`src/rtl/dmem_arbiter.sv`:
```
// Arbitrates the CPU data port and the UART loader onto one synchronous-read data RAM.
// One access every two cycles: issue in IDLE, ack with read data in BUSY.
module dmem_arbiter #(
    parameter int unsigned ADDR_W       = 14,
    parameter int unsigned DATA_W       = 32,
    parameter int unsigned RR_EN        = 0,
    parameter int unsigned STARVE_LIMIT = 8
) (
    input  logic              clk,
    input  logic              rst,
    input  logic              cpu_req,
    input  logic              cpu_we,
    input  logic [ADDR_W-1:0] cpu_addr,
    input  logic [DATA_W-1:0] cpu_wdata,
    output logic              cpu_ack,
    output logic [DATA_W-1:0] cpu_rdata,
    output logic              cpu_stall,
    input  logic              ld_req,
    input  logic              ld_we,
    input  logic [ADDR_W-1:0] ld_addr,
    input  logic [DATA_W-1:0] ld_wdata,
    output logic              ld_ack,
    output logic [DATA_W-1:0] ld_rdata,
    output logic              mem_en,
    output logic              mem_we,
    output logic [ADDR_W-1:0] mem_addr,
    output logic [DATA_W-1:0] mem_wdata,
    input  logic [DATA_W-1:0] mem_rdata
);

    localparam logic [7:0] StarveMax = 8'(STARVE_LIMIT);

    typedef enum logic {StIdle, StBusy} state_e;

    state_e     state;
    logic       owner;
    logic       we_q;
    logic       last_winner;
    logic [7:0] starve_cnt;

    logic       any_req;
    logic       ld_wins;
    logic       issue;
    logic       busy;
    logic [7:0] starve_next;

    always_comb begin
        any_req = cpu_req | ld_req;
        if (RR_EN != 0) begin
            ld_wins = ld_req & (~cpu_req | ~last_winner);
        end else begin
            ld_wins = ld_req & (~cpu_req | (starve_cnt == StarveMax));
        end
        // Outputs are forced low while reset is held, even with requests pending.
        issue = rst & (state == StIdle) & any_req;
        busy  = (state == StBusy);
    end

    always_comb begin
        starve_next = 8'd0;
        if ((RR_EN == 0) && ld_req && !ld_wins) begin
            starve_next = (starve_cnt == StarveMax) ? starve_cnt : starve_cnt + 8'd1;
        end
    end

    always_comb begin
        mem_en    = issue;
        mem_we    = 1'b0;
        mem_addr  = '0;
        mem_wdata = '0;
        if (issue) begin
            mem_we    = ld_wins ? ld_we    : cpu_we;
            mem_addr  = ld_wins ? ld_addr  : cpu_addr;
            mem_wdata = ld_wins ? ld_wdata : cpu_wdata;
        end
    end

    always_comb begin
        cpu_ack   = busy & ~owner;
        ld_ack    = busy & owner;
        cpu_rdata = (cpu_ack && !we_q) ? mem_rdata : '0;
        ld_rdata  = (ld_ack && !we_q) ? mem_rdata : '0;
        cpu_stall = rst & cpu_req & ~cpu_ack;
    end

    always_ff @(posedge clk or negedge rst) begin
        if (!rst) begin
            state       <= StIdle;
            owner       <= 1'b0;
            we_q        <= 1'b0;
            last_winner <= 1'b1;
            starve_cnt  <= 8'd0;
        end else begin
            case (state)
                StIdle: begin
                    starve_cnt <= starve_next;
                    if (any_req) begin
                        state       <= StBusy;
                        owner       <= ld_wins;
                        we_q        <= ld_wins ? ld_we : cpu_we;
                        last_winner <= ld_wins;
                    end
                end
                StBusy:  state <= StIdle;
                default: state <= StIdle;
            endcase
        end
    end

endmodule
```
`config.mk`:
```
export PLATFORM = sky130hd
export DESIGN_NAME = dmem_arbiter
export DESIGN_NICKNAME = d
export VERILOG_FILES = /design/src/rtl/dmem_arbiter.sv
export SDC_FILE = /design/constraint.sdc
export NUM_CORES = 1
export LEC_CHECK = 0
export CAP_MARGIN = 5
export CORE_MARGIN = 5
export CORE_UTILIZATION = 23
export CTS_BUF_LIST = sky130_fd_sc_hd__clkbuf_8
export DETAILED_ROUTE_END_ITERATION = 12
export PLACE_DENSITY = 0.92
export SETUP_SLACK_MARGIN = 0.5
export SYNTH_ARGS = -nofsm -noshare
export SYNTH_HDL_FRONTEND = slang
export SYNTH_SLANG_ARGS = --single-unit
```
`constraint.sdc`:
```
create_clock -name clk -period 1.9 [get_ports clk]
set_input_delay 0.38 -clock clk [delete_from_list [all_inputs] [get_ports clk]]
set_output_delay 0.38 -clock clk [all_outputs]
set_load 0.03 [all_outputs]
```
==> qor_table.md <==
| Parameter | Value |
|:---|:---|
| Result of the run | finished with violations |
| Violations in the final reports | setup timing |
| GRT Residual Overflow | 0 |
| Main synth FF type | dfrtp_1 |
| Area leader, netlist | and2_1 |
| Hold Fails Final Rpt | 0 |
| RSZ-0062 raised after global routing | yes |
| Netlist cell types | 29 |
| Pwr per Cell Area | 369 mW/mm^2 |
| Clock H-tree levels | 1 |
| Post-synthesis xor/xnor area fraction | 1.99% |
| Final worst slack | -0.529 ns |
| Arr. time, crit path | 2.05 ns |
| Detailed placer's ending HPWL | 8.81 mm |
| Die W | 97.5 um |
| Worst-path clk slew | 0.05 ns |
| Number of port buffers | 244 |
| Fin crit period | 2.43 ns |
| Final Net Count | 710 |
| Async SR Flop Fraction | 100% |
| DRC violations left | 0 |
| Io pins | 245 |
| Max cap viols | 0 |
| Average detailed-routed wire length per instance | 19.9 um |
| Routability congestion estimate | 0.876 |
| Series of cell instances along the critical path | inv_1 > ha_2 > and4b_1 > buf_6 > a21oi_4 > buf_6 > clkbuf_16 > nand2_2 > a21oi_4 > buf_6 |
| Max-slew violation total from the final report | 0 |
| Drt via density | 4.70 |
| Worst setup path category | reg -> out |
| Synthesized-area fraction occupied by ao, oa, aoi and oai cells | 18.0% |
| Number of buffers inserted for hold repair after clock tree synthesis | 0 |
| First-pass GRT wire length | 19.7 mm |
| Syn Nets | 425 |
| Worst-Margin Slew | 0.350 ns |
| Proportion of synthesized chip area in sequential cells | 15.6% |
| Share of synthesized cell area in full adder, half adder and majority cells | 1.42% |
| Placeable core area | 0.00761 mm^2 |
| Number of design-rule violations left by the first detailed-router iteration | 65 |
| Kind of cell with the highest combined delay on the critical path | buffers and inverters |
| Post-synthesis sequential element count | 11 |
| Most frequently used cell type in the post-synthesis netlist | nand2_1 |
| Clock tree buffer depth | 2 |
| Fraction of synthesized cell area taken by the top area cell type | 23.1% |
| Most frequent CP cell | buf_6 |
| Global-route usage over all layers | 25.5% |
| Largest net degree at the start of global routing | 30 |
| Worst path buffer plus inverter count | 5 |
| Simple-gate area share of the yosys netlist | 52.3% |
| Insertion delay to the later sink of the worst-skew pair | 0.24 ns |
| Post-route ant nets | 0 |
| Final-report setup violation count | 85 |
| Synth Cell Area | 0.00176 mm^2 |
| Crit. End Element | output port |
| Worst hold-check path type | in -> async |
| Via count of the first global-routing pass | 3,568 |
| Number of flops mapped to enable cells by yosys | 0 |
| Number of fillers in the final layout | 421 |
| Die Area | 0.00951 mm^2 |
| Vias | 3,193 |
| Placed Cells incl. Taps | 646 |
| LEAKAGE | 2.64 nW |
| Largest clock skew in the final design | 0.000854 ns |
| Highest-delay cell along the critical path | dfrtp_1 |
| Number of CTS-inserted buffers | 3 |
| Worst Hold Slack | 0.397 ns |
| Crit-path max FO | 8 |
| Die Span Y | 97.5 um |
| Top area cells in the synthesized netlist | and2_1, nand2_1, dfrtp_1 |
| Starting Density | 23.2% |
| Initial antenna violation count | 0 |
| Detailed-routing iteration count for the pre-antenna-repair pass | 4 |
| Gate Count Post-Synth | 293 |
| Area growth, synth to finish | 248% |
| Yosys warns | 0 |
| Highest clock frequency the design can meet | 0.412 GHz |
| Synthesized area divided by synthesized cell count | 6.01 um^2 |
| Combinational family with the most area after synthesis | simple AND/OR/NAND/NOR gates |
| Element type at the critical path start | register |
| Number of antenna cells inserted | 0 |
| Commonest cells post-synth | nand2_1, and2_1, a21oi_1 |
| Sink count of the clock tree | 11 |
| Proportion of layout cells with a drive suffix above 1 | 59.4% |
| Critical path data required time | 1.52 ns |
| Rel. slew slack | 76.7% |
| Floorplan row count | 32 |
| Stage delay of the slowest cell on the critical path | 0.35 ns |
| Root Buffer | clkbuf_8 |
| Final cycle utilization of the critical path | 128% |
| Largest vdd supply drop | 0.000277 V |
| Final instance count without filler cells | 679 |
| Multiplexer fraction of the synthesized cell area | 0.568% |
| Total detailed-routing wirelength | 13.5 mm |
| TritonCTS clock tree | built |
==> cells by family after synthesis <==
| logic type | Yosys count |
|---|---|
| AND/OR/NAND/NOR | 189 |
| multiplexers | 1 |
| buffers and inverters | 29 |
| AO/OA/AOI/OAI | 57 |
| adder cells (fa/ha/maj) | 2 |
| XOR/XNOR | 4 |
| flip-flops | 11 |
==> repair_timing <==
action                     CTS  global route
buffers inserted            15             1
gates cloned                10             3
resized for setup          176            47
setup endpoints to repair  125           125
pin swaps                   21            26
==> path summary, 6_finish.rpt <==
path,depth (start not counted),end,startpoint,slack (ns)
setup / recovery,10,mem_addr[5],starve_cnt[0],-0.53
hold / removal,3,owner,rst,0.40
setup reg to reg,11,we_q,starve_cnt[0],-0.09
hold reg to reg,2,starve_cnt[0],starve_cnt[0],0.60
max in group asynchronous,3,starve_cnt[0],rst,1.35
min in group clk,2,starve_cnt[0],starve_cnt[0],0.60
==> sequential cells by signal, indices dropped and copies added (netlist names) <==
name / count
starve_cnt: 8
owner: 1
we_q: 1
busy: 1
==> metrics by stage <==
step / total power, mW / area (um^2) / util, % / worst slack (ns) / TNS, ns
after CTS: 2.17 / 5890 / 77.4 / -0.509 / -23.42
final: 2.26 / 6130 / 80.6 / -0.529 / -24.39
after detailed placement: 1.61 / 4940 / 64.9 / -0.508 / -22.95
after floorplan: 1.02 / 2530 / - / -0.0362 / -1.29
after global placement: 1.58 / 4940 / 64.9 / -0.473 / -21.34
after global routing: 2.36 / 6130 / 80.6 / -0.610 / -32.01
==> power breakdown <==
| part | internal [mW] | switching [mW] | leakage [nW] |
|---|---|---|---|
| logic | 0.924 | 0.842 | 2.47 |
| clock network | 0.142 | 0.0892 | 0.0269 |
| registers | 0.249 | 0.0147 | 0.147 |
==> tightest hold or removal path, stage by stage <==
cell	delay, ns
clkdlybuf4s15_1	0.28
buf_6	0.13
buf_4	0.19
==> cell usage in the layout (no fill, tap or decap), drive strengths merged, types with 2 or more instances in the layout <==
master / instances
nor2: 12
nand3: 3
ha: 2
nor3: 2
a21o: 2
bufbuf: 2
and4b: 2
a21oi: 49
nor2b: 2
clkbuf: 6
and2: 65
buf: 169
o21ai: 3
clkdlybuf4s50: 126
nand2: 99
dfrtp: 11
xnor2: 3
inv: 7
clkdlybuf4s15: 2
==> cell type report <==
class / count / area (um^2) / area share [%]
Sequential cell: 11 / 275 / 4.49
Tap cell: 102 / 128 / 2.08
Inverter: 7 / 36.3 / 0.592
Clock inverter: 1 / 3.75 / 0.0612
Clock buffer: 3 / 41.3 / 0.673
Timing Repair Buffer: 302 / 3430 / 56.0
Multi-Input combinational cell: 253 / 2220 / 36.1
==> layer usage <==
layer  vias to the layer above  wire length [um]  global-route usage [%]
met5                         -                 0                       0
met1                      1519              4900                    27.9
met4                         0               193                    3.83
met3                        16               763                    4.45
li1                       1510                 -                       -
met2                       148              7660                    51.3
Note: power is estimated with default switching activity, not from simulation.
